$ cat src/rtl/divider_pkg.sv
// Shared types and constants for the divider sequencing controller.
package divider_pkg;

  typedef enum logic [2:0] {
    IDLE,
    LOAD,
    TRIAL,
    STEP,
    FINISH,
    DONE,
    ERROR
  } state_t;

  localparam int MAX_ITER_DEFAULT = 256;
  localparam int WDOG_WIDTH       = 9;

  typedef struct packed {
    logic load_a;
    logic load_b;
    logic load_m;
    logic load_result;
    logic enable_op1;
    logic enable_op2;
    logic enable_sub;
    logic enable_zero;
    logic increment;
  } strobe_t;

endpackage

$ cat src/rtl/divider_control_if.sv
// Host/datapath handshake bundle seen by the divider controller.
interface divider_control_if;

  logic Start;
  logic ScanEnable;
  logic nBorrow;
  logic Overflow;
  logic Ready;
  logic Done;
  logic Error;
  logic LoadA;
  logic LoadB;
  logic LoadM;
  logic LoadResult;
  logic EnableOp1;
  logic EnableOp2;
  logic EnableSub;
  logic EnableZero;
  logic Increment;
  logic Test;

  modport slave (
    input  Start, ScanEnable, nBorrow, Overflow,
    output Ready, Done, Error, LoadA, LoadB, LoadM, LoadResult,
           EnableOp1, EnableOp2, EnableSub, EnableZero, Increment, Test
  );

  modport master (
    output Start, ScanEnable, nBorrow, Overflow,
    input  Ready, Done, Error, LoadA, LoadB, LoadM, LoadResult,
           EnableOp1, EnableOp2, EnableSub, EnableZero, Increment, Test
  );

endinterface

$ cat src/rtl/divider_iter_counter.sv
// Watchdog counter for subtract steps; terminal flags that the next enabled
// step reaches LIMIT.
module divider_iter_counter
  import divider_pkg::*;
#(
  parameter int WIDTH = WDOG_WIDTH,
  parameter int LIMIT = MAX_ITER_DEFAULT
) (
  input  logic Clock,
  input  logic nReset,
  input  logic clear,
  input  logic enable,
  input  logic freeze,
  output logic terminal
);

  logic [WIDTH-1:0] count_reg;

  always_ff @(posedge Clock) begin
    if (!nReset) begin
      count_reg <= '0;
    end else if (freeze) begin
      count_reg <= count_reg;
    end else if (clear) begin
      count_reg <= '0;
    end else if (enable) begin
      count_reg <= count_reg + 1'b1;
    end
  end

  assign terminal = (count_reg >= WIDTH'(LIMIT - 1));

endmodule

$ cat src/rtl/divider_control.sv
// Sequencing FSM for the bit-slice divider: repeated subtraction with a
// quotient counter, overflow/watchdog error exit and scan freeze.
module divider_control
  import divider_pkg::*;
#(
  parameter int MAX_ITER = MAX_ITER_DEFAULT
) (
  input  logic              Clock,
  input  logic              nReset,
  divider_control_if.slave  bus
);

  state_t  state_reg;
  state_t  state_next;
  logic    error_reg;
  logic    wdog_terminal;
  strobe_t strobe;
  logic    ready;
  logic    done;

  divider_iter_counter #(
    .WIDTH (WDOG_WIDTH),
    .LIMIT (MAX_ITER)
  ) u_wdog (
    .Clock    (Clock),
    .nReset   (nReset),
    .clear    (state_reg == LOAD),
    .enable   (state_reg == STEP),
    .freeze   (bus.ScanEnable),
    .terminal (wdog_terminal)
  );

  always_ff @(posedge Clock) begin
    if (!nReset) begin
      state_reg <= IDLE;
      error_reg <= 1'b0;
    end else if (!bus.ScanEnable) begin
      state_reg <= state_next;
      if (state_reg == IDLE && state_next == LOAD) begin
        error_reg <= 1'b0;
      end else if (state_next == ERROR) begin
        error_reg <= 1'b1;
      end
    end
  end

  // Strobes depend only on state_reg (and the scan gate); nBorrow/Overflow
  // steer state_next alone.
  always_comb begin
    state_next = state_reg;
    strobe     = '0;
    ready      = 1'b0;
    done       = 1'b0;
    case (state_reg)
      IDLE: begin
        ready = 1'b1;
        if (bus.Start) state_next = LOAD;
      end
      LOAD: begin
        strobe.enable_op1  = 1'b1;
        strobe.load_a      = 1'b1;
        strobe.enable_op2  = 1'b1;
        strobe.load_b      = 1'b1;
        strobe.enable_zero = 1'b1;
        strobe.load_m      = 1'b1;
        state_next         = TRIAL;
      end
      TRIAL: begin
        strobe.enable_sub = 1'b1;
        state_next        = bus.nBorrow ? STEP : FINISH;
      end
      STEP: begin
        strobe.enable_sub = 1'b1;
        strobe.load_a     = 1'b1;
        strobe.increment  = 1'b1;
        state_next        = (bus.Overflow || wdog_terminal) ? ERROR : TRIAL;
      end
      FINISH: begin
        strobe.load_result = 1'b1;
        state_next         = DONE;
      end
      DONE: begin
        done       = 1'b1;
        state_next = IDLE;
      end
      ERROR: begin
        done       = 1'b1;
        state_next = IDLE;
      end
      default: state_next = IDLE;
    endcase
    if (bus.ScanEnable) begin
      strobe = '0;
      done   = 1'b0;
    end
  end

  assign bus.Ready      = ready;
  assign bus.Done       = done;
  assign bus.Error      = error_reg;
  assign bus.LoadA      = strobe.load_a;
  assign bus.LoadB      = strobe.load_b;
  assign bus.LoadM      = strobe.load_m;
  assign bus.LoadResult = strobe.load_result;
  assign bus.EnableOp1  = strobe.enable_op1;
  assign bus.EnableOp2  = strobe.enable_op2;
  assign bus.EnableSub  = strobe.enable_sub;
  assign bus.EnableZero = strobe.enable_zero;
  assign bus.Increment  = strobe.increment;
  assign bus.Test       = bus.ScanEnable;

endmodule

$ cat src/flat_wrapper.sv
// flat-port wrapper written by rule: the top's interface ports become plain ports
module divider_control_flat import divider_pkg::*;
#(
  parameter int MAX_ITER = MAX_ITER_DEFAULT
)
  (Clock, nReset, bus_Start, bus_ScanEnable, bus_nBorrow, bus_Overflow, bus_Ready, bus_Done, bus_Error, bus_LoadA, bus_LoadB, bus_LoadM, bus_LoadResult, bus_EnableOp1, bus_EnableOp2, bus_EnableSub, bus_EnableZero, bus_Increment, bus_Test);
  divider_control_if bus_i ();
  input  logic Clock;
  input  logic nReset;
  input wire logic [$bits(bus_i.Start)-1:0] bus_Start;
  input wire logic [$bits(bus_i.ScanEnable)-1:0] bus_ScanEnable;
  input wire logic [$bits(bus_i.nBorrow)-1:0] bus_nBorrow;
  input wire logic [$bits(bus_i.Overflow)-1:0] bus_Overflow;
  output wire logic [$bits(bus_i.Ready)-1:0] bus_Ready;
  output wire logic [$bits(bus_i.Done)-1:0] bus_Done;
  output wire logic [$bits(bus_i.Error)-1:0] bus_Error;
  output wire logic [$bits(bus_i.LoadA)-1:0] bus_LoadA;
  output wire logic [$bits(bus_i.LoadB)-1:0] bus_LoadB;
  output wire logic [$bits(bus_i.LoadM)-1:0] bus_LoadM;
  output wire logic [$bits(bus_i.LoadResult)-1:0] bus_LoadResult;
  output wire logic [$bits(bus_i.EnableOp1)-1:0] bus_EnableOp1;
  output wire logic [$bits(bus_i.EnableOp2)-1:0] bus_EnableOp2;
  output wire logic [$bits(bus_i.EnableSub)-1:0] bus_EnableSub;
  output wire logic [$bits(bus_i.EnableZero)-1:0] bus_EnableZero;
  output wire logic [$bits(bus_i.Increment)-1:0] bus_Increment;
  output wire logic [$bits(bus_i.Test)-1:0] bus_Test;
  assign bus_i.Start = bus_Start;
  assign bus_i.ScanEnable = bus_ScanEnable;
  assign bus_i.nBorrow = bus_nBorrow;
  assign bus_i.Overflow = bus_Overflow;
  assign bus_Ready = bus_i.Ready;
  assign bus_Done = bus_i.Done;
  assign bus_Error = bus_i.Error;
  assign bus_LoadA = bus_i.LoadA;
  assign bus_LoadB = bus_i.LoadB;
  assign bus_LoadM = bus_i.LoadM;
  assign bus_LoadResult = bus_i.LoadResult;
  assign bus_EnableOp1 = bus_i.EnableOp1;
  assign bus_EnableOp2 = bus_i.EnableOp2;
  assign bus_EnableSub = bus_i.EnableSub;
  assign bus_EnableZero = bus_i.EnableZero;
  assign bus_Increment = bus_i.Increment;
  assign bus_Test = bus_i.Test;
  divider_control #(.MAX_ITER(MAX_ITER)) u_core (.Clock(Clock), .nReset(nReset), .bus(bus_i));
endmodule
$ cat config.mk
export PLATFORM = sky130hd
export DESIGN_NAME = divider_control_flat
export DESIGN_NICKNAME = d
export VERILOG_FILES = /design/src/rtl/divider_pkg.sv /design/src/rtl/divider_control_if.sv /design/src/rtl/divider_iter_counter.sv /design/src/rtl/divider_control.sv /design/src/flat_wrapper.sv
export SDC_FILE = /design/constraint.sdc
export NUM_CORES = 1
export LEC_CHECK = 0
export CAP_MARGIN = 20
export CORE_MARGIN = 2
export CORE_UTILIZATION = 43
export DETAILED_ROUTE_END_ITERATION = 7
export PLACE_DENSITY = 0.74
export SLEW_MARGIN = 5
export SYNTH_ARGS = -nofsm -noshare
export SYNTH_HDL_FRONTEND = slang
export SYNTH_SLANG_ARGS = --single-unit
$ cat constraint.sdc
create_clock -name Clock -period 2 [get_ports Clock]
set_input_delay 0.5 -clock Clock [delete_from_list [all_inputs] [get_ports Clock]]
set_output_delay 0.5 -clock Clock [all_outputs]
set_load 0.01 [all_outputs]
==> results.md, run 1 <==
- Run status: finished, final reports clean
- Hold Path Stages: 2
- Slowest stage delay, CP: 0.45 ns
- Startpoint types: input port
- Worst Hold End: u_core.u_wdog.count_reg[8]
- Async S/R FF share, synth: 0%
- Most frequent cells in the layout: buf_4 (13), dfxtp_1 (11), nand2_1 (8)
- First-pass GRT wire length: 2790 um
- Syn nets: 99
- TritonCTS clock tree: done
- # setup viols final: 0
- Area grow syn2layout: 34.3%
- Sink Count: 13
- Number of flip-flops in the largest register: 9
- Simple-gate share of the synthesized area: 34.1%
- Reg2reg path depth: 8
- Worst Hold Class: flip-flop to flip-flop
- Post-DP HPWL: 1290 um
- Maximum clock insertion buffer count: 2
- Routed len/inst: 12.0 um
- Post-synth top flop: dfxtp_1
- Largest net degree at the start of global routing: 12
- Grt ovf: 0
- Mapped Cells: 91
- Vias in the first global route: 636
- Die W: 46.5 um
- Diode count: 0
- Crit path capture type: output pin
- Final Max Tran Viols: 0
- R2R Path End: u_core.bus.Error
- Measured slew at the worst slew-check pin: 0.371 ns
- Register area share after synthesis: 33.5%
- Power Density: 504 mW/mm^2
- Clk Latency, worst-skew pair: 0.27 ns
- Post-synthesis mux area share: 1.45%
- Fin nets: 125
- Worst EP required: 1.50 ns
- Initial Util: 45.5%
- Synth Area in Compound Gates: 10.8%
- Crit Path Class: input port to output pin
- Detail Route Antenna Nets: 0
- Die Y: 46.5 um
- Largest family of logic cells by synthesized area: simple AND/OR/NAND/NOR gates
- Adder-cell share of the synthesized area: 3.22%
- Buffers on Ports: 18
- Fin. Hold Viols: 0
- DR iter-0 viols: 12
- Gr usage total: 18.2%
- Max frequency: 0.514 GHz
- Fin Setup TNS: 0 ns
- Leakage: 0.459 nW
- Reg2Reg Setup Slack: 0.14 ns
- CTS Hold Bufs: 0
- CTS clock-pin slew for the worst setup and hold paths: 0.08 ns
- DRT Pass-1 Iters: 4
- Max FO, Critical Path: 4
- Vias/cell: 5.09
- FF-to-FF Start: u_core.u_wdog.count_reg[5]
- Max-Cap Viols: 0
- Synth unique cells: 39
- Share of layout cells above drive strength 1: 31.0%
- Die ar.: 0.00216 sq mm
- Avg Inst Size Synth: 8.54 sq um
- GP Congestion: 0.764
- Final Util: 61.1%
- Post-layout min period: 1.95 ns
- CTS H-tree lvls: 1
- DRC viols: 0
- Total wire length: 1700 um
- Vias: 717
- Initial antenna violation count: 0
- Post-synth EDFFs: 0
- Most common cell after layout, fill and taps aside: buf_4
- CP Cell Sequence: clkdlybuf4s15_1 -> or3b_4 -> inv_4 -> and2_4 -> buf_6
- Min-delay src: u_core.u_wdog.count_reg[8]
- Core area: 0.00171 sq mm
- Fillcell total: 159
- Synth Area in XOR/XNOR: 6.76%
- Max-slew headroom: 74.9%
- Mapped Area: 777 sq um
- Clock skew: 0.000442 ns
- RSZ-0062 raised after global routing: no
- VDD IR max: 0.437 mV
- Worst Path Arrival: 1.45 ns
- # rows: 15
- Period Utilization, post-route: 97.3%
- I/O Pins: 19
- Yosys warning count: 0
- Post-CTS setup buffer count: 0
- CP max stage cell: or3b_4
- #FFs+latches synth: 13
- Root buffer cell: clkbuf_4
- TritonCTS Buffers: 3
==> worst max-delay path, delay by kind of cell <==
kind                   cells  cell delay (ns)
buffers and inverters      3             0.35
and+or+nand+nor            2             0.59
==> cell type report <==
cell class                      instances  area, sq um  area share [%]
Timing Repair Buffer                   31          248            23.7
Clock buffer                            4         26.3            2.52
Tap cell                               25         31.3            3.00
Multi-Input combinational cell         66          465            44.6
Inverter                                2         10.0           0.959
Sequential cell                        13          263            25.2
==> stage by stage <==
step,instance area (sq um),hold WS (ns),cells,setup WS (ns),power [mW]
2_1_floorplan,779,0.450,91,0.00597,0.327
3_3_place_gp,1020,0.468,137,-0.661,0.369
3_5_place_dp,1020,0.480,137,-0.659,0.371
4_1_cts,1020,0.491,141,0.0101,0.527
5_1_grt,1040,0.535,141,0.00646,0.552
6_report,1040,0.485,141,0.0549,0.526
==> power breakdown <==
group / switching (mW) / internal (mW)
logic: 0.0454 / 0.0496
registers: 0.00441 / 0.263
clock network: 0.0860 / 0.0773
total: 0.136 / 0.390
==> cells in the mapped netlist, types with 2 or more instances <==
cell / number / area share, %
dfxtp_1: 13 / 33
nand2_1: 8 / 3.9
nor2_1: 7 / 3.4
buf_4: 5 / 4.8
nor3_1: 4 / 2.6
a21oi_1: 3 / 1.9
clkbuf_1: 3 / 1.4
nand2b_1: 3 / 2.4
nand3_1: 3 / 1.9
xnor2_1: 3 / 3.4
xor2_1: 3 / 3.4
a21boi_0: 2 / 1.9
and3_1: 2 / 1.6
buf_6: 2 / 2.9
ha_1: 2 / 3.2
nand4_1: 2 / 1.6
nor2b_1: 2 / 1.6
nor3b_1: 2 / 1.9
or3_1: 2 / 1.6
==> repair_timing <==
item	CTS	global route
endpoints found under the setup margin	13	6
resized for setup	37	6
pin swaps	1	3
hold endpoints to repair	0	0
==> routing by layer <==
metal  vias up  wire length, um  global-route usage [%]
met2        23              780                    27.2
met1       327              801                    25.4
met4         0               23                    9.14
met3         4               91                    2.35
met5         -                0                       0
li1        363                -                       -
==> worst max-delay path by stage <==
stage                              start            end  slack [ns]  cells after the start
final                     bus_ScanEnable  bus_Increment        0.05                      5
after detailed placement  bus_ScanEnable  bus_Increment       -0.66                      5
after global placement    bus_ScanEnable  bus_Increment       -0.66                      5
after floorplan           bus_ScanEnable  bus_EnableOp2       0.006                      5
after CTS                 bus_ScanEnable  bus_Increment        0.01                      5
after global routing      bus_ScanEnable  bus_Increment       0.006                      5
==> cells by family (layout without fill, tap and decap cells) <==
kind of cell	Yosys count	in the layout
flops	13	13
mux	1	1
buf+inv	12	37
simple gates	45	45
fa+ha+maj	2	2
xor+xnor	6	6
compound gates	12	12
Note: power is estimated with default switching activity, not from simulation.
==> run 2: changes to the inputs <==
--- a/config.mk
+++ b/config.mk
@@ -10,7 +10,7 @@
 export CORE_UTILIZATION = 43
 export DETAILED_ROUTE_END_ITERATION = 7
 export PLACE_DENSITY = 0.74
-export SLEW_MARGIN = 5
+export SLEW_MARGIN = 25
 export SYNTH_ARGS = -nofsm -noshare
 export SYNTH_HDL_FRONTEND = slang
 export SYNTH_SLANG_ARGS = --single-unit
==> constraint.sdc (replaced) <==
create_clock -name Clock -period 1.6 [get_ports Clock]
set_input_delay 0.4 -clock Clock [delete_from_list [all_inputs] [get_ports Clock]]
set_output_delay 0.4 -clock Clock [all_outputs]
set_load 0.01 [all_outputs]
==> run 2 against run 1 <==
Net effect:
- the flow now finishes with violations (negative setup slack)
- highest routed layer is now met3
- global-route usage grew 1.6 points
- first-iteration DRC count decreased by 50%
- sequential power rose by 25%
- routed wire length increased by 11%
- via count up 3.6%
- design area increased by 13%
==> results.md, run 2 (same netlist as run 1, synthesis figures left out) <==
- RSZ-0062 raised after global routing: yes
- Clock skew: 0.00341 ns (+0.00296 ns)
- Pwr Total: 0.687 mW (+31%)
- Diode count: 0 (unchanged)
- # setup viols final: 10 (+10)
- FF-to-FF Start: u_core.u_wdog.count_reg[3]
- Reg2Reg Setup Slack: -0.14 ns (-0.28 ns)
- GR peak layer: met2
- Hold Path Stages: 2 (unchanged)
- Routed len/inst: 12.3 um (+2.7%)
- First-pass GRT wire length: 3040 um (+8.9%)
- TritonCTS clock tree: done
- Most frequent cells in the layout: buf_4 (22), dfxtp_1 (8), nand2_1 (7), buf_2 (7), buf_6 (6)
- CP Cell Sequence: or3b_4 -> inv_4 -> and2_4 -> buf_6
- Gr usage total: 19.8% (+1.6 points)
- Max FO, Critical Path: 3 (-1)
- Met1 Use GR: 23.9% (-1.5 points)
- Leakage: 0.506 nW (+10%)
- Die W: 46.5 um (unchanged)
- Largest net degree at the start of global routing: 12 (unchanged)
- Power Density: 583 mW/mm^2 (+16%)
- Vias: 743 (+3.6%)
- # rows: 15 (unchanged)
- Crit Path Class: flip-flop to output pin
- Vias/cell: 4.89 (-3.9%)
- VDD IR max: 0.535 mV (+22%)
- Period Utilization, post-route: 109%
- Worst Path Arrival: 1.35 ns (-0.10 ns)
- Worst Hold Class: flip-flop to flip-flop
- Fin nets: 136 (+8.8%)
- DRT Pass-1 Iters: 4 (unchanged)
- DR iter-0 viols: 6 (-6)
- Vias in the first global route: 735 (+16%)
- Maximum clock insertion buffer count: 2 (unchanged)
- Sink Count: 13 (unchanged)
- Failing checks: negative setup slack
- Core area: 0.00171 sq mm (unchanged)
- Initial antenna violation count: 0 (unchanged)
- Final worst slack: -0.146 ns (-0.200 ns)
- GP Congestion: 0.824 (+7.9%)
- Fin. Hold Viols: 0 (unchanged)
- Clk Latency, worst-skew pair: 0.28 ns (about the same)
- Worst EP required: 1.20 ns (-0.30 ns)
- Total wire length: 1880 um (+11%)
- Family with the most delay on the worst path: simple AND/OR/NAND/NOR gates
- Crit path capture type: output pin
- Worst Hold End: u_core.u_wdog.count_reg[8]
- CTS H-tree lvls: 1 (unchanged)
- Die Y: 46.5 um (unchanged)
- I/O Pins: 19 (unchanged)
- Buf/Inv on CP: 2 (-1)
- Post-layout min period: 1.75 ns
- Placed cells: 146 (+6.6%)
- TritonCTS Buffers: 3 (unchanged)
- Slowest stage delay, CP: 0.43 ns (-0.02 ns)
- Max frequency: 0.573 GHz
- Min-delay src: u_core.u_wdog.count_reg[8]
- Die ar.: 0.00216 sq mm (unchanged)
- Fillcell total: 147 (-7.5%)
- Detail Route Antenna Nets: 0 (unchanged)
- Grt ovf: 0 (unchanged)
- Hold_ws: 0.482 ns (-0.00293 ns)
- Layout Cell Area excl Fill: 0.00118 sq mm (+13%)
- Met3 GRT Util: 5.88% (+3.5 points)
- GR Util met2: 34.2% (+6.9 points)
- CTS Hold Bufs: 0 (unchanged)
- Startpoint types: flip-flop
- CP max stage cell: or3b_4
- Most common cell after layout, fill and taps aside: buf_4
- Max-slew headroom: 77.6% (+2.7 points)
- Share of layout cells above drive strength 1: 49.6% (+19 points)
- Final Max Tran Viols: 0 (unchanged)
- Root buffer cell: clkbuf_4
- R2R Path End: u_core.state_reg[2]
- Final cell count without fillers: 152 (+7.8%)
- CTS clock-pin slew for the worst setup and hold paths: 0.08 ns (about the same)
- Max-Cap Viols: 0 (unchanged)
- Number of flip-flops in the largest register: 9 (unchanged)
- Crit path depth: 4 (-1)
- Initial Util: 45.5% (unchanged)
- Buffers on Ports: 18 (unchanged)
- Placed cell area: 0.00112 sq mm (+10%)
- Run status: complete, but fails checks
- Measured slew at the worst slew-check pin: 0.332 ns (-0.0393 ns)
- Area grow syn2layout: 51.7%
- Reg2reg path depth: 8 (unchanged)
- Post-DP HPWL: 1360 um (+5.6%)
- DRC viols: 0 (unchanged)
[run 2: layout make-up]
cell class              instances  area [sq um]  area share, %
repair buffers                 42           338           28.7
clock buffers                   4          26.3           2.23
inverters                       2          10.0          0.849
multi-input cells              66           507           43.0
flip-flops and latches         13           267           22.6
well taps                      25          31.3           2.65
[run 2: per-stage QoR]
stage / utilization, % / setup slack, ns / TNS (ns)
after floorplan: - / -0.118 / -0.707
after global placement: 65.6 / -0.846 / -11.76
after detailed placement: 65.6 / -0.866 / -12.45
after CTS: 69.0 / -0.178 / -1.35
after global routing: 69.0 / -0.199 / -1.71
final: 69.0 / -0.146 / -1.14
[run 2: power by group]
group          total, mW  internal [mW]  switching, mW
combinational      0.141         0.0757         0.0649
clock              0.214         0.0969          0.117
sequential         0.333          0.329        0.00414
[run 2: worst max path at each step]
stage                                           from                  end
final                            u_core.state_reg[2]        bus_Increment
after global routing      u_core.u_wdog.count_reg[3]  u_core.state_reg[2]
after CTS                 u_core.u_wdog.count_reg[3]  u_core.state_reg[2]
after detailed placement              bus_ScanEnable        bus_Increment
after global placement                bus_ScanEnable        bus_Increment
after floorplan                       bus_ScanEnable        bus_EnableOp2
[run 2: repair_timing]
item	CTS	global route
pin swaps	8	2
buffers inserted	2	0
endpoints found under the setup margin	22	13
resized for setup	60	6
[run 2: worst min-delay path: stages (launching register included)]
cell	delay [ns]
dfxtp_1	0.33
nand2_1	0.05
a21boi_0	0.06
[run 2: per-layer routing]
| layer | vias to the layer above | share of wire (%) |
|---|---|---|
| met4 | 0 | 0 |
| met5 | - | 0 |
| met2 | 11 | 52 |
| met3 | 0 | 3.8 |
| met1 | 351 | 44 |
| li1 | 381 | - |
